==> config.mk <==
export PLATFORM = sky130hd
export DESIGN_NAME = lsu_flat
export DESIGN_NICKNAME = d
export VERILOG_FILES = /design/src/rtl/lsu_pkg.sv /design/src/rtl/lsu_if.sv /design/src/rtl/lsu_align.sv /design/src/rtl/lsu.sv /design/src/flat_wrapper.sv
export SDC_FILE = /design/constraint.sdc
export NUM_CORES = 1
export LEC_CHECK = 0
export CORE_UTILIZATION = 50
export CTS_CLUSTER_DIAMETER = 80
export DETAILED_ROUTE_END_ITERATION = 12
export GPL_TIMING_DRIVEN = 0
export HOLD_SLACK_MARGIN = 0.06
export PLACE_DENSITY = 0.93
export SKIP_LAST_GASP = 1
export SYNTH_ARGS = -nofsm -noshare
export SYNTH_HDL_FRONTEND = slang
export SYNTH_SLANG_ARGS = --single-unit
export TNS_END_PERCENT = 30
==> constraint.sdc <==
create_clock -name clk -period 7.4 [get_ports clk]
set_input_delay 2.22 -clock clk [delete_from_list [all_inputs] [get_ports clk]]
set_output_delay 2.22 -clock clk [all_outputs]
set_load 0.01 [all_outputs]
==> src/rtl/lsu_pkg.sv <==
// Shared encodings for the load/store unit: access sizes, FSM states, default DMEM depth.
package lsu_pkg;

  localparam int DMEM_WORDS_LOG2_DEF = 8;

  typedef enum logic [1:0] {
    SIZE_BYTE = 2'b00,
    SIZE_HALF = 2'b01,
    SIZE_WORD = 2'b10,
    SIZE_RSVD = 2'b11
  } size_e;

  typedef enum logic [2:0] {
    IDLE,
    LOAD,
    RMW_READ,
    WRITE,
    RESP
  } state_e;

endpackage

==> src/rtl/lsu_if.sv <==
// Pipeline request/response handshake plus the DMEM pin bundle seen by the load/store unit.
interface lsu_if;

  logic        LSU_req_valid;
  logic        LSU_req_ready;
  logic        LSU_req_write;
  logic [1:0]  LSU_req_size;
  logic        LSU_req_signed;
  logic [31:0] LSU_req_addr;
  logic [31:0] LSU_req_wdata;
  logic        LSU_resp_valid;
  logic [31:0] LSU_resp_rdata;
  logic        LSU_resp_err;
  logic [31:0] DMEM_address;
  logic [31:0] DMEM_data_in;
  logic        DMEM_mem_write;
  logic        DMEM_mem_read;
  logic [31:0] DMEM_data_out;

  modport slave (
    input  LSU_req_valid, LSU_req_write, LSU_req_size, LSU_req_signed,
    input  LSU_req_addr, LSU_req_wdata, DMEM_data_out,
    output LSU_req_ready, LSU_resp_valid, LSU_resp_rdata, LSU_resp_err,
    output DMEM_address, DMEM_data_in, DMEM_mem_write, DMEM_mem_read
  );

  modport master (
    output LSU_req_valid, LSU_req_write, LSU_req_size, LSU_req_signed,
    output LSU_req_addr, LSU_req_wdata, DMEM_data_out,
    input  LSU_req_ready, LSU_resp_valid, LSU_resp_rdata, LSU_resp_err,
    input  DMEM_address, DMEM_data_in, DMEM_mem_write, DMEM_mem_read
  );

endinterface

==> src/rtl/lsu_align.sv <==
// Little-endian lane handling: load extraction with sign/zero extension, and sub-word store merge.
module lsu_align
  import lsu_pkg::*;
(
  input  logic [1:0]  size_i,
  input  logic        sgn_i,
  input  logic [1:0]  lane_i,
  input  logic [31:0] rword_i,
  input  logic [31:0] wdata_i,
  output logic [31:0] ldata_o,
  output logic [31:0] mword_o
);

  logic signed [7:0]  lane_b;
  logic signed [15:0] lane_h;
  logic signed [31:0] sext_b;
  logic signed [31:0] sext_h;

  assign lane_b = rword_i[{lane_i, 3'b000} +: 8];
  assign lane_h = lane_i[1] ? rword_i[31:16] : rword_i[15:0];
  assign sext_b = lane_b;
  assign sext_h = lane_h;

  always_comb begin
    ldata_o = 32'd0;
    case (size_i)
      SIZE_BYTE: ldata_o = sgn_i ? sext_b : {24'd0, lane_b};
      SIZE_HALF: ldata_o = sgn_i ? sext_h : {16'd0, lane_h};
      SIZE_WORD: ldata_o = rword_i;
      default:   ldata_o = 32'd0;
    endcase
  end

  // Half lane ignores addr[0], which is how unaligned halves get aligned down.
  always_comb begin
    mword_o = rword_i;
    case (size_i)
      SIZE_BYTE: mword_o[{lane_i, 3'b000} +: 8] = wdata_i[7:0];
      SIZE_HALF: begin
        if (lane_i[1]) mword_o[31:16] = wdata_i[15:0];
        else           mword_o[15:0]  = wdata_i[15:0];
      end
      SIZE_WORD: mword_o = wdata_i;
      default:   mword_o = rword_i;
    endcase
  end

endmodule

==> src/rtl/lsu.sv <==
// Load/store unit between execute and DMEM; sub-word stores use read-modify-write.
// Define LSU_MISALIGN_TRAP_EN to trap misaligned half/word accesses instead of aligning down.
module lsu
  import lsu_pkg::*;
#(
  parameter int DMEM_WORDS_LOG2 = DMEM_WORDS_LOG2_DEF
) (
  input logic   clk,
  input logic   SYS_reset_n,
  lsu_if.slave  bus
);

  state_e      state_q, state_d;
  logic        accept, range_err, size_err, misalign, req_err;
  logic [31:0] word_idx;

  logic        write_q, sgn_q;
  logic [1:0]  size_q, lane_q;
  logic [31:0] wdata_q;

  logic        mem_read_q, mem_read_d, mem_write_q, mem_write_d;
  logic [31:0] dmem_addr_q, dmem_addr_d, dmem_din_q, dmem_din_d;
  logic        resp_valid_q, resp_valid_d, resp_err_q, resp_err_d;
  logic [31:0] resp_rdata_q, resp_rdata_d;
  logic [31:0] ld_data, merged;

  assign accept    = (state_q == IDLE) && bus.LSU_req_valid;
  assign word_idx  = {{(32 - DMEM_WORDS_LOG2){1'b0}}, bus.LSU_req_addr[DMEM_WORDS_LOG2+1:2]};
  assign range_err = (bus.LSU_req_addr >> (DMEM_WORDS_LOG2 + 2)) != 32'd0;
  assign size_err  = (bus.LSU_req_size == SIZE_RSVD);
`ifdef LSU_MISALIGN_TRAP_EN
  assign misalign  = ((bus.LSU_req_size == SIZE_HALF) && bus.LSU_req_addr[0]) ||
                     ((bus.LSU_req_size == SIZE_WORD) && (bus.LSU_req_addr[1:0] != 2'b00));
`else
  assign misalign  = 1'b0;
`endif
  assign req_err   = range_err | size_err | misalign;

  // Request fields are only meaningful after acceptance, so they carry no reset.
  always_ff @(posedge clk) begin
    if (accept) begin
      write_q <= bus.LSU_req_write;
      size_q  <= bus.LSU_req_size;
      sgn_q   <= bus.LSU_req_signed;
      lane_q  <= bus.LSU_req_addr[1:0];
      wdata_q <= bus.LSU_req_wdata;
    end
  end

  lsu_align u_align (
    .size_i  (size_q),
    .sgn_i   (sgn_q),
    .lane_i  (lane_q),
    .rword_i (bus.DMEM_data_out),
    .wdata_i (wdata_q),
    .ldata_o (ld_data),
    .mword_o (merged)
  );

  always_ff @(posedge clk or negedge SYS_reset_n) begin
    if (!SYS_reset_n) state_q <= IDLE;
    else              state_q <= state_d;
  end

  always_comb begin
    state_d = state_q;
    case (state_q)
      IDLE: begin
        if (bus.LSU_req_valid) begin
          if (req_err)                          state_d = RESP;
          else if (!bus.LSU_req_write)          state_d = LOAD;
          else if (bus.LSU_req_size == SIZE_WORD) state_d = WRITE;
          else                                  state_d = RMW_READ;
        end
      end
      LOAD:     state_d = RESP;
      RMW_READ: state_d = WRITE;
      WRITE:    state_d = RESP;
      RESP:     state_d = IDLE;
      default:  state_d = IDLE;
    endcase
  end

  // Outputs are computed from the next state so every strobe comes straight off a flop.
  always_comb begin
    mem_read_d   = (state_d == LOAD) || (state_d == RMW_READ);
    mem_write_d  = (state_d == WRITE);
    resp_valid_d = (state_d == RESP);
    resp_err_d   = accept && req_err;
    resp_rdata_d = (state_q == LOAD) ? ld_data : 32'd0;
    dmem_addr_d  = dmem_addr_q;
    dmem_din_d   = dmem_din_q;
    if (accept && !req_err) begin
      dmem_addr_d = word_idx;
      if (bus.LSU_req_write && (bus.LSU_req_size == SIZE_WORD)) dmem_din_d = bus.LSU_req_wdata;
    end
    if (state_q == RMW_READ) dmem_din_d = merged;
  end

  always_ff @(posedge clk or negedge SYS_reset_n) begin
    if (!SYS_reset_n) begin
      mem_read_q   <= 1'b0;
      mem_write_q  <= 1'b0;
      dmem_addr_q  <= 32'd0;
      dmem_din_q   <= 32'd0;
      resp_valid_q <= 1'b0;
      resp_err_q   <= 1'b0;
      resp_rdata_q <= 32'd0;
    end else begin
      mem_read_q   <= mem_read_d;
      mem_write_q  <= mem_write_d;
      dmem_addr_q  <= dmem_addr_d;
      dmem_din_q   <= dmem_din_d;
      resp_valid_q <= resp_valid_d;
      resp_err_q   <= resp_err_d;
      resp_rdata_q <= resp_rdata_d;
    end
  end

  assign bus.LSU_req_ready  = (state_q == IDLE);
  assign bus.LSU_resp_valid = resp_valid_q;
  assign bus.LSU_resp_err   = resp_err_q;
  assign bus.LSU_resp_rdata = resp_rdata_q;
  assign bus.DMEM_address   = dmem_addr_q;
  assign bus.DMEM_data_in   = dmem_din_q;
  assign bus.DMEM_mem_read  = mem_read_q;
  assign bus.DMEM_mem_write = mem_write_q;

endmodule

==> src/flat_wrapper.sv <==
// flat-port wrapper written by rule: the top's interface ports become plain ports
module lsu_flat import lsu_pkg::*;
#(
  parameter int DMEM_WORDS_LOG2 = DMEM_WORDS_LOG2_DEF
)
  (clk, SYS_reset_n, bus_LSU_req_valid, bus_LSU_req_write, bus_LSU_req_size, bus_LSU_req_signed, bus_LSU_req_addr, bus_LSU_req_wdata, bus_DMEM_data_out, bus_LSU_req_ready, bus_LSU_resp_valid, bus_LSU_resp_rdata, bus_LSU_resp_err, bus_DMEM_address, bus_DMEM_data_in, bus_DMEM_mem_write, bus_DMEM_mem_read);
  lsu_if bus_i ();
  input logic clk;
  input logic SYS_reset_n;
  input wire logic [$bits(bus_i.LSU_req_valid)-1:0] bus_LSU_req_valid;
  input wire logic [$bits(bus_i.LSU_req_write)-1:0] bus_LSU_req_write;
  input wire logic [$bits(bus_i.LSU_req_size)-1:0] bus_LSU_req_size;
  input wire logic [$bits(bus_i.LSU_req_signed)-1:0] bus_LSU_req_signed;
  input wire logic [$bits(bus_i.LSU_req_addr)-1:0] bus_LSU_req_addr;
  input wire logic [$bits(bus_i.LSU_req_wdata)-1:0] bus_LSU_req_wdata;
  input wire logic [$bits(bus_i.DMEM_data_out)-1:0] bus_DMEM_data_out;
  output wire logic [$bits(bus_i.LSU_req_ready)-1:0] bus_LSU_req_ready;
  output wire logic [$bits(bus_i.LSU_resp_valid)-1:0] bus_LSU_resp_valid;
  output wire logic [$bits(bus_i.LSU_resp_rdata)-1:0] bus_LSU_resp_rdata;
  output wire logic [$bits(bus_i.LSU_resp_err)-1:0] bus_LSU_resp_err;
  output wire logic [$bits(bus_i.DMEM_address)-1:0] bus_DMEM_address;
  output wire logic [$bits(bus_i.DMEM_data_in)-1:0] bus_DMEM_data_in;
  output wire logic [$bits(bus_i.DMEM_mem_write)-1:0] bus_DMEM_mem_write;
  output wire logic [$bits(bus_i.DMEM_mem_read)-1:0] bus_DMEM_mem_read;
  assign bus_i.LSU_req_valid = bus_LSU_req_valid;
  assign bus_i.LSU_req_write = bus_LSU_req_write;
  assign bus_i.LSU_req_size = bus_LSU_req_size;
  assign bus_i.LSU_req_signed = bus_LSU_req_signed;
  assign bus_i.LSU_req_addr = bus_LSU_req_addr;
  assign bus_i.LSU_req_wdata = bus_LSU_req_wdata;
  assign bus_i.DMEM_data_out = bus_DMEM_data_out;
  assign bus_LSU_req_ready = bus_i.LSU_req_ready;
  assign bus_LSU_resp_valid = bus_i.LSU_resp_valid;
  assign bus_LSU_resp_rdata = bus_i.LSU_resp_rdata;
  assign bus_LSU_resp_err = bus_i.LSU_resp_err;
  assign bus_DMEM_address = bus_i.DMEM_address;
  assign bus_DMEM_data_in = bus_i.DMEM_data_in;
  assign bus_DMEM_mem_write = bus_i.DMEM_mem_write;
  assign bus_DMEM_mem_read = bus_i.DMEM_mem_read;
  lsu #(.DMEM_WORDS_LOG2(DMEM_WORDS_LOG2)) u_core (.clk(clk), .SYS_reset_n(SYS_reset_n), .bus(bus_i));
endmodule
Word level (Yosys, flattened, before mapping)
Cells that the tools add are included.

Bits in registers: 116. Input bits: 103. Output and inout bits: 101. Word-level logic and storage cells: 58.

Reductions and logical operators: 13. Shifts and indexed selects: 3. Muxes and demuxes: 17. Bitwise operators: 1. Equality and inequality tests: 11. Add/sub/neg operators: 1.

Operators by type and width (number): 32-bit 2-to-1 mux (6); 32-bit case mux with 3 select lines (2); 16-bit 2-to-1 mux (3); 32-bit bitwise mux (1); 32-bit nonzero test (1); 8-bit by 7-bit variable shift with 32-bit output (first input constant) (1); 32-bit by 6-bit indexed part select with 8-bit output (1); 8-bit by 7-bit indexed part select with 32-bit output (1); 3-bit by 2-bit == test with 1-bit output (second input constant) (4); 3-bit 2-to-1 mux (3); 3-bit case mux with 3 select lines (1); 5-bit negator with 7-bit output (1); 2-bit == test (second input constant) (3); 3-bit by 1-bit == test with 1-bit output (second input constant) (2); 1-bit logical AND (4); 2-bit nonzero test (2); 3-bit == test (second input constant) (1); 3-bit logical NOT (1); 2-bit by 1-bit == test with 1-bit output (second input constant) (1); 2-bit logical NOT (1); 2-bit AND reduction (1); 2-bit OR reduction (1); 1-bit logical NOT (1); 1-bit logical OR (1); 2 further kinds (2).

Longest topological paths before layout
Depth in word-level cells: 8. Gate-level depth with buffers: 10. Mapped depth without buffers: 7.

Hierarchy
Synthesis repeated with hierarchy kept, for this count alone.

Cell total of the unflattened synthesis: 532. Area, all modules: 6218.5 sq um.

Modules (own cells, without submodules): lsu (sequential area each 3088.0 sq um, cells each 292, area an instance 4491.8 sq um, times used 1); lsu_align (sequential area each 0.0 sq um, cells each 240, area an instance 1726.7 sq um, times used 1).

Worst setup path after synthesis
No wires, ideal clock.

Kind: input port to flip-flop. From: in bus_LSU_req_valid. To: reg u_core.dmem_din_q[14] (netlist: u_core.bus.DMEM_data_in[14]). Setup time: 0.123 ns. Buffers on the path: 0. Data arrival time: 3.902 ns. Required time: 7.277 ns. Cell stages on the path: 5. Setup slack: 3.375 ns. Path through: nand2b_4 -> or3_4 -> inv_1 -> nand4_1 -> o221a_1.

Word-level cells in the longest chain between the ends: 4.

Ends and longest elaborated chain: start, declared (RTL line flat_wrapper.sv:10) `input wire logic [$bits(bus_i.LSU_req_valid)-1:0] bus_LSU_req_valid;`; 1-bit logical AND (RTL line lsu.sv:27) `assign accept = (state_q == IDLE) && bus.LSU_req_valid;`; named net u_core.accept (RTL line lsu.sv:14) `logic accept, range_err, size_err, misalign, req_err;`; 1-bit logical AND (RTL line lsu.sv:93) `if (accept && !req_err) begin`; 2-bit nonzero test (no line); 2-bit AND reduction (no line); end signal, assigned (RTL line lsu.sv:113) `dmem_din_q <= dmem_din_d;`; end, declared (RTL line lsu.sv:22) `logic [31:0] dmem_addr_q, dmem_addr_d, dmem_din_q, dmem_din_d;`.

The timed path passes the listed nets, and every way through them passes these cells. A chain may end at the register's enable or synchronous reset.

Final worst setup path
From: in bus_LSU_req_addr[25]. To: reg u_core.dmem_din_q[4] (netlist: u_core.bus.DMEM_data_in[4]).

Word-level cells in the longest chain between the ends: 6.

Ends and longest elaborated chain: start, declared (RTL line flat_wrapper.sv:14) `input wire logic [$bits(bus_i.LSU_req_addr)-1:0] bus_LSU_req_addr;`; 32-bit nonzero test (RTL line lsu.sv:29) `assign range_err = (bus.LSU_req_addr >> (DMEM_WORDS_LOG2 + 2)) != 32'd0;`; 1-bit OR (RTL line lsu.sv:37) `assign req_err = range_err | size_err | misalign;`; 1-bit logical NOT (RTL line lsu.sv:93); 1-bit logical AND (RTL line lsu.sv:93); 2-bit nonzero test (no line); 2-bit AND reduction (no line).

No other way between the ends.

==> flow_metrics.py <==
metrics = {
    "clocking": {
        "cts.sinks": 116,
        "cts_buffers": 17,
        "clkSlewWorstSetupHoldPaths_ns": 0.05,
        "cts_resized": 0,
        "cts_setup_buffers": 0,
        "clockBufferDepth": 2,
        "cts_hold_buf": 0,
        "cts_root_buf": "clkbuf_16",
        "htreeDepth": 4,
        "cts_tree": "yes",
        "clkLatencyLatePin_ns": 0.42,
    },
    "synth": {
        "synthFlopType": "dfrtp_1",
        "synth_seq_cells": 116,
        "postSynthAreaPerCell_um2": 10.98,
        "synth_simple_gate_area_frac": 0.1348,
        "synth_compound_area_frac": 0.1691,
        "syn_area_mm2": 0.006237,
        "seq_area_frac_synth": 0.4951,
        "synth_top_family_by_area": "compound AO/OA/AOI/OAI gates",
        "synth-xor-area-share": 0.001404,
        "synthArstFlopShare": 0.6810,
        "synthAdderAreaFrac": 0.01003,
        "synth_mux_area_frac": 0.1220,
        "yosysUniqueCellTypes": 55,
        "synthCells": 568,
        "yosys_warnings": 0,
        "synth_edf_count": 37,
    },
    "timing": {
        "period_share": 0.5714,
        "clock_skew_ns": 0.01141,
        "fin_tns_setup_ns": 0,
        "grt_setup_unrepaired": "false",
        "fin_crit_ns": 4.229,
        "fin_ws_ns": 3.171,
        "fmax_ghz": 0.2365,
        "hold_violations": 0,
        "max_slew.worst_pin.slew_ns": 0.7342,
        "slew_headroom": 0.5068,
        "setup_violations": 0,
        "drv_slew": 0,
    },
    "place": {
        "pre_cts_slack_ns": 2.729,
        "placed_cell_area_mm2": 0.008371,
        "port_buffers": 179,
        "hpwlAfterDp_um": 16230,
        "globalplace.congestion": 0.9340,
    },
    "global_route": {
        "grt_pass1_wl_um": 33220,
        "grt_max_degree": 43,
        "overflow": 0,
        "antenna_found_initial": 0,
        "grt_pass1_vias": 5910,
        "grt_usage": 0.3491,
    },
    "die": {
        "start_util": 0.5171,
        "die_area_mm2": 0.01293,
        "core.rowCount": 40,
        "die_h_um": 113.7,
        "die_x_um": 113.7,
        "io_pins": 204,
        "core_area_mm2": 0.01206,
    },
    "setup_path": {
        "critical_path_arrival_ns": 4.52,
        "crit_type": "input pin to flip-flop",
        "slowest_delay_ns": 0.44,
        "crit_fanout": 10,
        "worstPathRequired_ns": 7.70,
        "worstSetupEndpointType": "flip-flop",
        "path_cells": "clkdlybuf4s50_1 > nor4_2 > nand4_2 > nor3_4 > a31o_1 > buf_6 > buf_12 > mux2_4",
        "start_kind": "input pin",
        "cpMaxStageDelayCell": "nor3_4",
        "r2r_cells": 10,
    },
    "layout": {
        "fillers": 803,
        "postLayoutCellArea_mm2": 0.009030,
        "antenna-diode-count": 0,
        "drive_gt1_frac": 0.1803,
        "nets": 899,
        "area_growth_pct": 44.77,
    },
    "power_and_ir_drop": {
        "vdd.ir_drop.worst_uv": 164.9,
        "power_density_mw_per_mm2": 204.9,
        "power_mw": 1.850,
        "leakagePower_nw": 3.728,
    },
    "drt": {
        "drt_iter0_markers": 541,
        "dr.pass1.iters": 6,
        "drtAntennaViolNets": 0,
        "finalWirelength_um": 21740,
        "drc_errors": 0,
        "vias": 5764,
        "wl_per_cell_um": 22.37,
        "vias_per_cell": 5.930,
    },
    "status": {
        "status": "completed",
    },
    "worst_hold_path": {
        "hold_class": "flip-flop to flip-flop",
        "worstHoldPathCells": 1,
    },
    "job": {
        "max_cap_violations": 0,
    },
}
[final cells by class]
cell class / count / area (µm²) / area share
Clock inverter: 6 / 106.4 / 0.01178
Clock buffer: 26 / 553.0 / 0.06124
Inverter: 5 / 18.77 / 0.002078
Tap cell: 168 / 210.2 / 0.02328
Buffer: 65 / 399.1 / 0.04420
Multi-Input combinational cell: 405 / 2818 / 0.3120
Sequential cell: 116 / 3088 / 0.3420
Timing Repair Buffer: 181 / 1837 / 0.2034
[through the flow]
stage / hold WS, ns / instances / utilization
after floorplan: 0.5511 / 591 / -
after global placement: 0.4917 / 938 / 0.6902
after detailed placement: 0.4909 / 940 / 0.6940
after CTS: 0.5090 / 972 / 0.7487
after global routing: 0.5159 / 972 / 0.7487
final: 0.5088 / 972 / 0.7487
[state kept, by name, indices dropped and copies added, names as in the netlist]
register                   flops
u_core.size_q                  2
u_core.bus.DMEM_data_in       32
u_core.sgn_q                   1
u_core.bus.LSU_resp_valid      1
u_core.bus.DMEM_mem_read       1
u_core.bus.DMEM_mem_write      1
u_core.wdata_q                32
u_core.bus.LSU_resp_rdata     32
u_core.lane_q                  2
u_core.bus.LSU_resp_err        1
u_core.bus.DMEM_address        8
u_core.state_q                 3
[critical path, delay by kind of cell]
| kind | cells | cell delay, ns |
|---|---|---|
| mux | 1 | 0.31 |
| buf+inv | 3 | 0.75 |
| simple gates | 3 | 1.00 |
| compound gates | 1 | 0.24 |
[layout by cell type, fill, tap and decap left out, types with 9 or more instances in the layout]
cell type / count
a211oi_1: 9
conb_1: 24
clkdlybuf4s50_1: 178
a21oi_1: 57
clkbuf_1: 31
nor2b_1: 12
nor3b_1: 13
nor2_1: 51
nand2_1: 57
buf_4: 26
mux2_2: 30
a22o_1: 9
mux2_4: 26
dfrtp_1: 79
edfxtp_1: 37
o21ai_0: 10
a221oi_1: 25
clkbuf_16: 20
[power by group]
part           internal [mW]  switching, mW
combinational          0.111          0.124
sequential             0.683         0.0172
clock                  0.617          0.299
total                   1.41          0.440
[per-layer routing]
| metal | track usage | up-vias | share of wire |
|---|---|---|---|
| met2 | 0.5825 | 368 | 0.48 |
| met3 | 0.07970 | 70 | 0.092 |
| met4 | 0.1544 | 0 | 0.039 |
| li1 | - | 2504 | - |
| met5 | 0 | - | 0 |
| met1 | 0.4344 | 2822 | 0.39 |
[path summary, 6_finish.rpt]
check,startpoint,endpoint,slack [ns]
worst max-delay path,bus_LSU_req_addr[25],u_core.bus.DMEM_data_in[4],3.17
worst min-delay path,u_core.bus.DMEM_data_in[5],u_core.bus.DMEM_data_in[5],0.51
worst max register to register,u_core.lane_q[1],u_core.bus.DMEM_data_in[15],4.05
worst min register to register,u_core.bus.DMEM_data_in[5],u_core.bus.DMEM_data_in[5],0.51
max in group asynchronous,SYS_reset_n,u_core.bus.LSU_resp_rdata[18],5.04
min in group asynchronous,SYS_reset_n,u_core.bus.DMEM_data_in[1],1.76
[cells in the mapped netlist (6+ instances only)]
cell      count  share of area
clkbuf_1     28          0.017
nand2_1      57          0.034
a22o_1        9          0.013
dfrtp_1      79           0.32
a31o_2        7         0.0098
a211oi_1      9          0.011
mux2_4       26          0.063
nor2_1       51          0.031
nor2b_1      12          0.012
edfxtp_1     37           0.18
a22oi_1       8         0.0096
a222oi_1      6         0.0096
a31oi_1       8         0.0080
a221oi_1     25          0.035
nor3b_1      13          0.016
mux2_2       30          0.054
a21oi_1      57          0.046
o21ai_0      10         0.0080
buf_4        25          0.030
[logic make-up after synthesis]
kind of cell | Yosys count
and+or+nand+nor | 165
DFF | 116
xor gates and xnor gates | 1
buffers and inverters | 70
other | 1
AOI/OAI and AO/OA | 152
muxes | 58
adders and majority gates | 5
Note: power is estimated with default switching activity, not from simulation.
